### src/rtl/hex_scan_ctrl.sv
// -----------------------------------------------------------------------------
// hex_scan_ctrl
//
// Memory-mapped seven-segment display controller. It holds DIGITS 4-bit digit
// registers, a per-digit enable mask and a write-only soft-reset register. It
// time-multiplexes the digits with its own scan counter and hex decoder.
//
// Register map (addr_i[23:0]; all other address bits are ignored):
//   0x00 + 4*k  DIGIT[k]  (k < DIGITS), 4 bits, read/write
//   0x40        MASK      DIGITS bits, read/write, reset all ones
//   0x44        RESET     write-only; any write is a one-cycle soft reset
//   0x48        BLINK     DIGITS bits, read/write (only with BLINK_EN)
// Reads of RESET and of unmapped addresses return 0.
//
// Optional feature macro: BLINK_EN
//   defined   : BLINK register, free-running blink counter over BLINK_DIV and a
//               phase bit. When phase=1 and BLINK[idx]=1 the digit is blanked.
//   undefined : no blink logic. 0x48 behaves as an unmapped address.
//
// Parameters:
//   DIGITS     number of digits, 1..16
//   SCAN_DIV   clock cycles each digit stays selected, >= 2
//   BLINK_DIV  clock cycles per blink half-period (BLINK_EN only)
//
// Ports:
//   clk_i           system clock
//   rst_ni          asynchronous active-low reset
//   req_i           bus request
//   write_enable_i  1 = write, 0 = read
//   addr_i          byte address
//   write_data_i    write data
//   read_data_o     registered read data, 1-cycle latency, held when idle
//   hex_led_o       segments {g,f,e,d,c,b,a}, active low
//   hex_sel_o       digit anodes, active low, at most one bit low
// -----------------------------------------------------------------------------
module hex_scan_ctrl #(
  parameter int unsigned DIGITS    = 8,
  parameter int unsigned SCAN_DIV  = 1024,
  parameter int unsigned BLINK_DIV = 25_000_000
) (
  input  logic              clk_i,
  input  logic              rst_ni,
  input  logic              req_i,
  input  logic              write_enable_i,
  input  logic [31:0]       addr_i,
  input  logic [31:0]       write_data_i,
  output logic [31:0]       read_data_o,
  output logic [6:0]        hex_led_o,
  output logic [DIGITS-1:0] hex_sel_o
);

  localparam int unsigned IW = (DIGITS > 1) ? $clog2(DIGITS) : 1;
  localparam int unsigned CW = $clog2(SCAN_DIV);

  localparam logic [23:0] MASK_ADDR  = 24'h40;
  localparam logic [23:0] RESET_ADDR = 24'h44;

  // Active-low hex font, bit order {g,f,e,d,c,b,a}.
  function automatic logic [6:0] seg_decode(input logic [3:0] value);
    logic [6:0] seg;
    case (value)
      4'h0:    seg = 7'b1000000;
      4'h1:    seg = 7'b1111001;
      4'h2:    seg = 7'b0100100;
      4'h3:    seg = 7'b0110000;
      4'h4:    seg = 7'b0011001;
      4'h5:    seg = 7'b0010010;
      4'h6:    seg = 7'b0000010;
      4'h7:    seg = 7'b1111000;
      4'h8:    seg = 7'b0000000;
      4'h9:    seg = 7'b0010000;
      4'hA:    seg = 7'b0001000;
      4'hB:    seg = 7'b0000011;
      4'hC:    seg = 7'b1000110;
      4'hD:    seg = 7'b0100001;
      4'hE:    seg = 7'b0000110;
      default: seg = 7'b0001110;
    endcase
    return seg;
  endfunction

  // ---------------------------------------------------------------------------
  // Bus decode
  // ---------------------------------------------------------------------------
  logic [23:0]       addr;
  logic              wr;
  logic              rd;
  logic              soft_rst;
  logic              mask_we;
  logic [DIGITS-1:0] digit_hit;

  assign addr     = addr_i[23:0];
  assign wr       = req_i & write_enable_i;
  assign rd       = req_i & ~write_enable_i;
  assign soft_rst = wr && (addr == RESET_ADDR);
  assign mask_we  = wr && (addr == MASK_ADDR);

  // NOTE: every variable written in always_comb gets a default before any
  // conditional assignment, otherwise the tool infers a latch.
  always_comb begin
    digit_hit = '0;
    for (int k = 0; k < int'(DIGITS); k++) begin
      digit_hit[k] = (addr == 24'(4 * k));
    end
  end

  // ---------------------------------------------------------------------------
  // Digit and mask registers
  // ---------------------------------------------------------------------------
  logic [3:0]        digit_q [DIGITS];
  logic [DIGITS-1:0] mask_q;

  // NOTE: the digit array is only DIGITS x 4 flops and soft reset must clear
  // it anyway, so it gets a real reset rather than being treated as RAM.
  // NOTE: sequential state is assigned with <= so every flop samples the
  // pre-edge values of its neighbours.
  always_ff @(posedge clk_i or negedge rst_ni) begin
    if (!rst_ni) begin
      for (int k = 0; k < int'(DIGITS); k++) digit_q[k] <= '0;
      mask_q <= '1;
    end else if (soft_rst) begin
      for (int k = 0; k < int'(DIGITS); k++) digit_q[k] <= '0;
      mask_q <= '1;
    end else if (wr) begin
      for (int k = 0; k < int'(DIGITS); k++) begin
        if (digit_hit[k]) digit_q[k] <= write_data_i[3:0];
      end
      if (mask_we) mask_q <= write_data_i[DIGITS-1:0];
    end
  end

  // ---------------------------------------------------------------------------
  // Scan counter and digit index
  // ---------------------------------------------------------------------------
  logic [CW-1:0] scan_cnt;
  logic [IW-1:0] idx;
  logic          scan_wrap;
  logic          idx_last;

  assign scan_wrap = (scan_cnt == CW'(SCAN_DIV - 1));
  assign idx_last  = (idx == IW'(DIGITS - 1));

  always_ff @(posedge clk_i or negedge rst_ni) begin
    if (!rst_ni) begin
      scan_cnt <= '0;
      idx      <= '0;
    end else if (soft_rst) begin
      scan_cnt <= '0;
      idx      <= '0;
    end else if (scan_wrap) begin
      scan_cnt <= '0;
      idx      <= idx_last ? '0 : idx + IW'(1);
    end else begin
      scan_cnt <= scan_cnt + CW'(1);
    end
  end

  // ---------------------------------------------------------------------------
  // Optional blink logic
  // ---------------------------------------------------------------------------
  logic blank_blink;

`ifdef BLINK_EN
  localparam int unsigned BW = (BLINK_DIV > 1) ? $clog2(BLINK_DIV) : 1;
  localparam logic [23:0] BLINK_ADDR = 24'h48;

  logic [DIGITS-1:0] blink_q;
  logic [BW-1:0]     blink_cnt;
  logic              phase;
  logic              cur_blink;

  always_ff @(posedge clk_i or negedge rst_ni) begin
    if (!rst_ni) begin
      blink_q   <= '0;
      blink_cnt <= '0;
      phase     <= 1'b0;
    end else if (soft_rst) begin
      blink_q   <= '0;
      blink_cnt <= '0;
      phase     <= 1'b0;
    end else begin
      if (wr && (addr == BLINK_ADDR)) blink_q <= write_data_i[DIGITS-1:0];
      if (blink_cnt == BW'(BLINK_DIV - 1)) begin
        blink_cnt <= '0;
        phase     <= ~phase;
      end else begin
        blink_cnt <= blink_cnt + BW'(1);
      end
    end
  end

  assign blank_blink = phase & cur_blink;
`else
  assign blank_blink = 1'b0;

  // BLINK_DIV only shapes hardware when blinking is built.
  logic unused_blink_div;
  assign unused_blink_div = ^BLINK_DIV;
`endif

  // Address bits above 23 and data bits above the widest register are
  // deliberately ignored.
  logic unused_bus_bits;
  assign unused_bus_bits = ^{addr_i[31:24], write_data_i[31:4]};

  // ---------------------------------------------------------------------------
  // Display: select the current digit and register the drivers
  // ---------------------------------------------------------------------------
  logic [3:0]        cur_digit;
  logic              cur_mask;
  logic [DIGITS-1:0] sel_onehot;
  logic [DIGITS-1:0] sel_next;

  always_comb begin
    cur_digit  = '0;
    cur_mask   = 1'b0;
    sel_onehot = '0;
`ifdef BLINK_EN
    cur_blink  = 1'b0;
`endif
    for (int k = 0; k < int'(DIGITS); k++) begin
      if (idx == IW'(k)) begin
        cur_digit     = digit_q[k];
        cur_mask      = mask_q[k];
        sel_onehot[k] = 1'b1;
`ifdef BLINK_EN
        cur_blink     = blink_q[k];
`endif
      end
    end
    sel_next = (cur_mask && !blank_blink) ? ~sel_onehot : '1;
  end

  // Outputs are registered from idx and the current register contents, so a
  // register write shows on the pins one cycle after it lands.
  always_ff @(posedge clk_i or negedge rst_ni) begin
    if (!rst_ni) begin
      hex_sel_o <= '1;
      hex_led_o <= 7'h7F;
    end else begin
      hex_sel_o <= sel_next;
      hex_led_o <= seg_decode(cur_digit);
    end
  end

  // ---------------------------------------------------------------------------
  // Read path
  // ---------------------------------------------------------------------------
  logic [31:0] rd_mux;

  always_comb begin
    rd_mux = '0;
    for (int k = 0; k < int'(DIGITS); k++) begin
      if (digit_hit[k]) rd_mux = {28'b0, digit_q[k]};
    end
    if (addr == MASK_ADDR) rd_mux = 32'(mask_q);
`ifdef BLINK_EN
    if (addr == BLINK_ADDR) rd_mux = 32'(blink_q);
`endif
  end

  // Soft reset leaves read data alone; only reads update it.
  always_ff @(posedge clk_i or negedge rst_ni) begin
    if (!rst_ni) begin
      read_data_o <= '0;
    end else if (rd) begin
      read_data_o <= rd_mux;
    end
  end

endmodule

### config.mk
export PLATFORM = sky130hd
export DESIGN_NAME = hex_scan_ctrl
export DESIGN_NICKNAME = d
export VERILOG_FILES = /design/src/rtl/hex_scan_ctrl.sv
export SDC_FILE = /design/constraint.sdc
export NUM_CORES = 1
export LEC_CHECK = 0
export CORE_MARGIN = 1.5
export CORE_UTILIZATION = 40
export CTS_CLUSTER_DIAMETER = 30
export CTS_CLUSTER_SIZE = 8
export DETAILED_ROUTE_END_ITERATION = 16
export PLACE_DENSITY = 0.72
export SLEW_MARGIN = 20
export SYNTH_ARGS = -nofsm -noshare
export SYNTH_HDL_FRONTEND = slang
export SYNTH_SLANG_ARGS = --single-unit
### constraint.sdc
create_clock -name clk_i -period 2.5 [get_ports clk_i]
set_input_delay 0.5 -clock clk_i [delete_from_list [all_inputs] [get_ports clk_i]]
set_output_delay 0.5 -clock clk_i [all_outputs]
set_load 0.005 [all_outputs]
### Word-level counts from Yosys, hierarchy flattened

Memory sizes are Yosys's and may differ from the RTL's. A register that Yosys moved wholly into a read port is not among the register bits.
Cells that the tools add are included.

| storage, ports and cells | value |
|---|---|
| flip-flop bits (word level) | 93 |
| memory bits (read-only) | 112 |
| bits of input ports | 68 |
| output and inout bits | 47 |
| memories kept | 1 |

| operators by class | value |
|---|---|
| add/sub/neg operators | 2 |
| eq/ne operators | 17 |
| mux-type cells | 52 |
| bitwise gates (word level) | 4 |
| reduce and logical (&&, ||, !) cells | 25 |

Memory list:

| memory | depth | bits a word | read ports | clocked after memory_dff | write ports | line | RTL |
|---|---|---|---|---|---|---|---|
| (name not given) | 16 | 7 | 1 | 1 | 0 | 61 | `case (value)` |

Operators with widths:

| kind | number |
|---|---|
| 2-to-1 mux 32 bit | 10 |
| equality test 24 x 5 -> 1 bit (second input constant) | 4 |
| 2-to-1 mux 4 bit | 17 |
| equality test 24 x 4 -> 1 bit (second input constant) | 2 |
| equality test 24 x 7 -> 1 bit (second input constant) | 2 |
| 2-to-1 mux 8 bit | 4 |
| equality test 24 x 3 -> 1 bit (second input constant) | 1 |
| zero test 24 bit | 1 |
| nonzero test 2 bit | 11 |
| 2-to-1 mux 10 bit | 2 |
| AND reduction 2 bit | 9 |
| 2-to-1 mux 1 bit | 16 |
| equality test 3 bit (second input constant) | 4 |
| adder 10 x 1 -> 10 bit (second input constant) | 1 |
| equality test 10 bit (second input constant) | 1 |
| 2-to-1 mux 3 bit | 3 |
| NOT 8 bit | 1 |
| equality test 3 x 2 -> 1 bit (second input constant) | 2 |
| adder 3 x 1 -> 3 bit (second input constant) | 1 |
| equality test 3 x 1 -> 1 bit (second input constant) | 1 |
| zero test 3 bit | 1 |
| AND 1 bit | 2 |
| logical AND 1 bit | 2 |
| zero test 1 bit | 1 |
| NOT 1 bit | 1 |

### Logic depth before layout (Yosys ltp)

| depth | value |
|---|---|
| depth after elaboration | 10 |
| mapped depth | 12 |

### Least setup slack after synthesis

Ideal clock, no wire load.

| timing path | value |
|---|---|
| kind | input to register |
| start point | in addr_i[9] |
| end point | reg digit_q[14] (netlist name) |
| library setup time | 0.132 ns |
| arrival time | 2.563 ns |
| setup slack | -0.195 ns |
| stages | 8 |
| path buffers | 2 |
| cells stage by stage | or4_4 > nand2b_4 > or4b_4 > buf_6 > or4_4 > buf_6 > mux2i_1 > nor2_1 |

| on the way | value |
|---|---|
| cells in the longest elaborated chain, start to end | 4 |
| elaborated cells between the ends (all ways) | 7 |
| classes of those cells | eq/ne (2); mux (1); reduce/logical (4) |

Ends and longest elaborated chain:

| what | line | RTL |
|---|---|---|
| start: declaration | 45 | `input logic [31:0] addr_i,` |
| equality test 24 x 7 -> 1 bit | 95 | `assign soft_rst = wr && (addr == RESET_ADDR);` |
| logical AND 1 bit | 95 |  |
| nonzero test 2 bit (no source line) | - |  |
| AND reduction 2 bit (no source line) | - |  |
| end signal: indexed assignment | 126 | `if (digit_hit[k]) digit_q[k] <= write_data_i[3:0];` |
| end: declaration | 110 | `logic [3:0] digit_q [DIGITS];` |

Parallel ways exist; a longest one is shown, timed or not.
A chain may end at the register's enable or synchronous reset.

### Worst setup path in the final report

| timing path | value |
|---|---|
| start point | in addr_i[14] |
| end point | reg digit_q[2] (netlist name) |

Same word-level chain as after synthesis.

==> results.ini <==
[status]
status=complete, no violations

[global_routing]
grt_pass1_vias=3609
grt.total_usage=0.206
grt.overflow.total=0
grt_start_max_net_pins=31
grt_pass1_wl_um=18400
antenna_found_initial=0

[sta]
hold_violations=0
max_freq_mhz=411
fin_crit_sh=0.972
grt_setup_unrepaired=true
setup_tns_ps=0
setup_viol=0
slew_headroom=0.557
drv_slew=0
clock_skew_ps=11.3
tightest_slew_ps=665
finalWorstSetupSlack_ps=69.2
layout_min_cycle_time_ps=2430

[clocking]
clkLatencyLatePin_ps=370
tritoncts=yes
htree_levels=3
root_buffer=clkbuf_8
clock_sinks=76
clock_path_buffers=2
cts_made_buffers=9
clk_pin_slew_ps=70
cts_hold_buf=0

[job]
maxCapViolCount=0

[logic_synthesis]
synth_top_area_frac=0.299
yosys_register_bits=76
yosysWarnings=0
synth_edf_count=0
synth_area_per_cell_sq_um=9.41
synthFlopType=dfrtp_1
synth.area.top_cells=dfrtp_1 30%, dfstp_2 14%, mux2i_1 7.9%
async_reset_ff_frac=1.00
synth_common_cells=62 x nand2_1, 53 x dfrtp_1, 48 x nor2_1
synth.distinct_cells=55
synth_seq_area_share=0.436
yosysMostFrequentCell=nand2_1
syn_inst=471
syn_area_sq_um=4430
yosys.area.top_type=dfrtp_1

[power_and_ir_drop]
leakage_uw=0.00255
max-vdd-ir-drop_mv=0.260
power_uw=2380
power_density_nw_per_um2=411

[critical_path]
critPathMaxFanout=4
crit_buf_inv=3
worstPathRequired_ps=2750
cp_top_family=simple AND/OR/NAND/NOR gates
cp_cell_sequence=clkdlybuf4s50_1, nor4_4, nand4_1, buf_4, or4b_4, nor3_4, buf_6, mux2i_2, nor2_1
timing.rr.start=idx[0]$_DFFE_PN0P_
start_kind=input pin
end_kind=flop
critical-path-slowest-cell=or4b_4
critPathKind=input pin to flop
arrival_ps=2680
slowest_delay_ps=570
r2r_slack_ps=90
r2r_end=hex_led_o[1]$_DFF_PN1_
r2r_cells=11

[floorplanning]
die_area_sq_um=11700
core_region_area_sq_um=10800
placementRows=38
start_util=0.409
die_y_um=108
io_pins=115
die_x_um=108

[placed_design]
dp.cells=689
pre_cts_slack_ps=-492
place.detailed.hpwl_um=8570
portBuffers=58
postPlaceCellArea_sq_um=5400
place_congestion=0.921

[worst_hold_path]
hp-class=input pin to async pin

[route]
drc=0
num_vias=3739
wl_per_cell_um=16.2
drt_iter0_markers=256
antenna_left=0
drt_pass1_iterations=4
viasPerCell=5.24
drt_wl_total_um=11500

[cells_and_area]
diodes=0
nets=649
final_cells=713
syn_to_final_growth_pct=30.8
drive_above_1_share=0.234
final_area_sq_um=5800

## through the flow
| stage | hold WS (ps) | utilization |
|---|---|---|
| floorplan | 204 | - |
| global placement | 449 | 0.498 |
| detailed placement | 464 | 0.498 |
| CTS | 169 | 0.519 |
| global route | 195 | 0.535 |
| finish | 161 | 0.535 |
## cells by family after synthesis
group | share of synthesized area
AND/OR/NAND/NOR | 0.207
AO/OA/AOI/OAI | 0.116
flip-flops | 0.436
buffers and inverters | 0.0821
multiplexers | 0.102
adder cells (fa/ha/maj) | 0.0367
XOR/XNOR | 0.0198
other | 0.000846
## timing repair
action / 4_1_cts / 5_1_grt
pin swaps: 8 / 14
endpoints found under the setup margin: 44 / 54
setup buffers: 2 / 5
gates resized for setup: 10 / 34
gates cloned: 0 / 1
## state kept, by name, indices dropped and copies added (netlist names)
register	flops
scan_cnt	10
mask_q	8
digit_q	32
read_data_o	8
idx	3
hex_led_o	7
hex_sel_o	8
## metal layers
| layer | vias up | GRT usage | wire, um |
|---|---|---|---|
| li1 | 1784 | - | - |
| met1 | 1817 | 0.263 | 4890 |
| met2 | 118 | 0.342 | 5780 |
| met3 | 20 | 0.0410 | 614 |
| met4 | 0 | 0.0846 | 245 |
| met5 | - | 0 | 0 |
## worst max-delay path by stage
stage	from	to	slack, ps	cells after the start
6_report	addr_i[14]	digit_q[2]$_DFFE_PN0P_	70	9
5_1_grt	idx[1]$_DFFE_PN0P_	hex_led_o[1]$_DFF_PN1_	-40	11
4_1_cts	addr_i[14]	digit_q[14]$_DFFE_PN0P_	2	7
3_5_place_dp	addr_i[9]	digit_q[4]$_DFFE_PN0P_	-490	7
3_3_place_gp	addr_i[9]	read_data_o[2]$_DFFE_PN0P_	-450	8
2_1_floorplan	addr_i[9]	digit_q[14]$_DFFE_PN0P_	-200	8
## cell type report
cell class	instances	area (sq um)
Clock buffer	12	155
Sequential cell	76	1930
Clock inverter	4	47.5
Fill cell	961	5040
Inverter	19	71.3
Timing Repair Buffer	113	1050
Multi-Input combinational cell	349	2370
Tap cell	140	175
## cell usage in the layout, fill, tap and decap left out, types with 6 or more instances in the layout
cell and n:
dlymetal6s2s_1 6, o22a_1 6, clkbuf_8 11, xor2_1 8, mux2i_1 34, ha_1 7, nand3_1 17, nor2_1 47
dfstp_2 23, nand2b_1 12, o21ai_0 18, dfrtp_1 51, buf_4 47, conb_1 24, inv_1 17, nand2_1 62
o22ai_1 9, clkdlybuf4s50_1 46, nor2b_1 7, a21oi_1 16, a31oi_1 6
## where the power goes
part	internal, uW	leakage (uW)	switching [uW]
combinational	88.2	0.00151	100
clock	512	0.000102	442
sequential	1240	0.000933	3.20
total	1840	0.00255	545
Note: power is estimated with default switching activity, not from simulation.
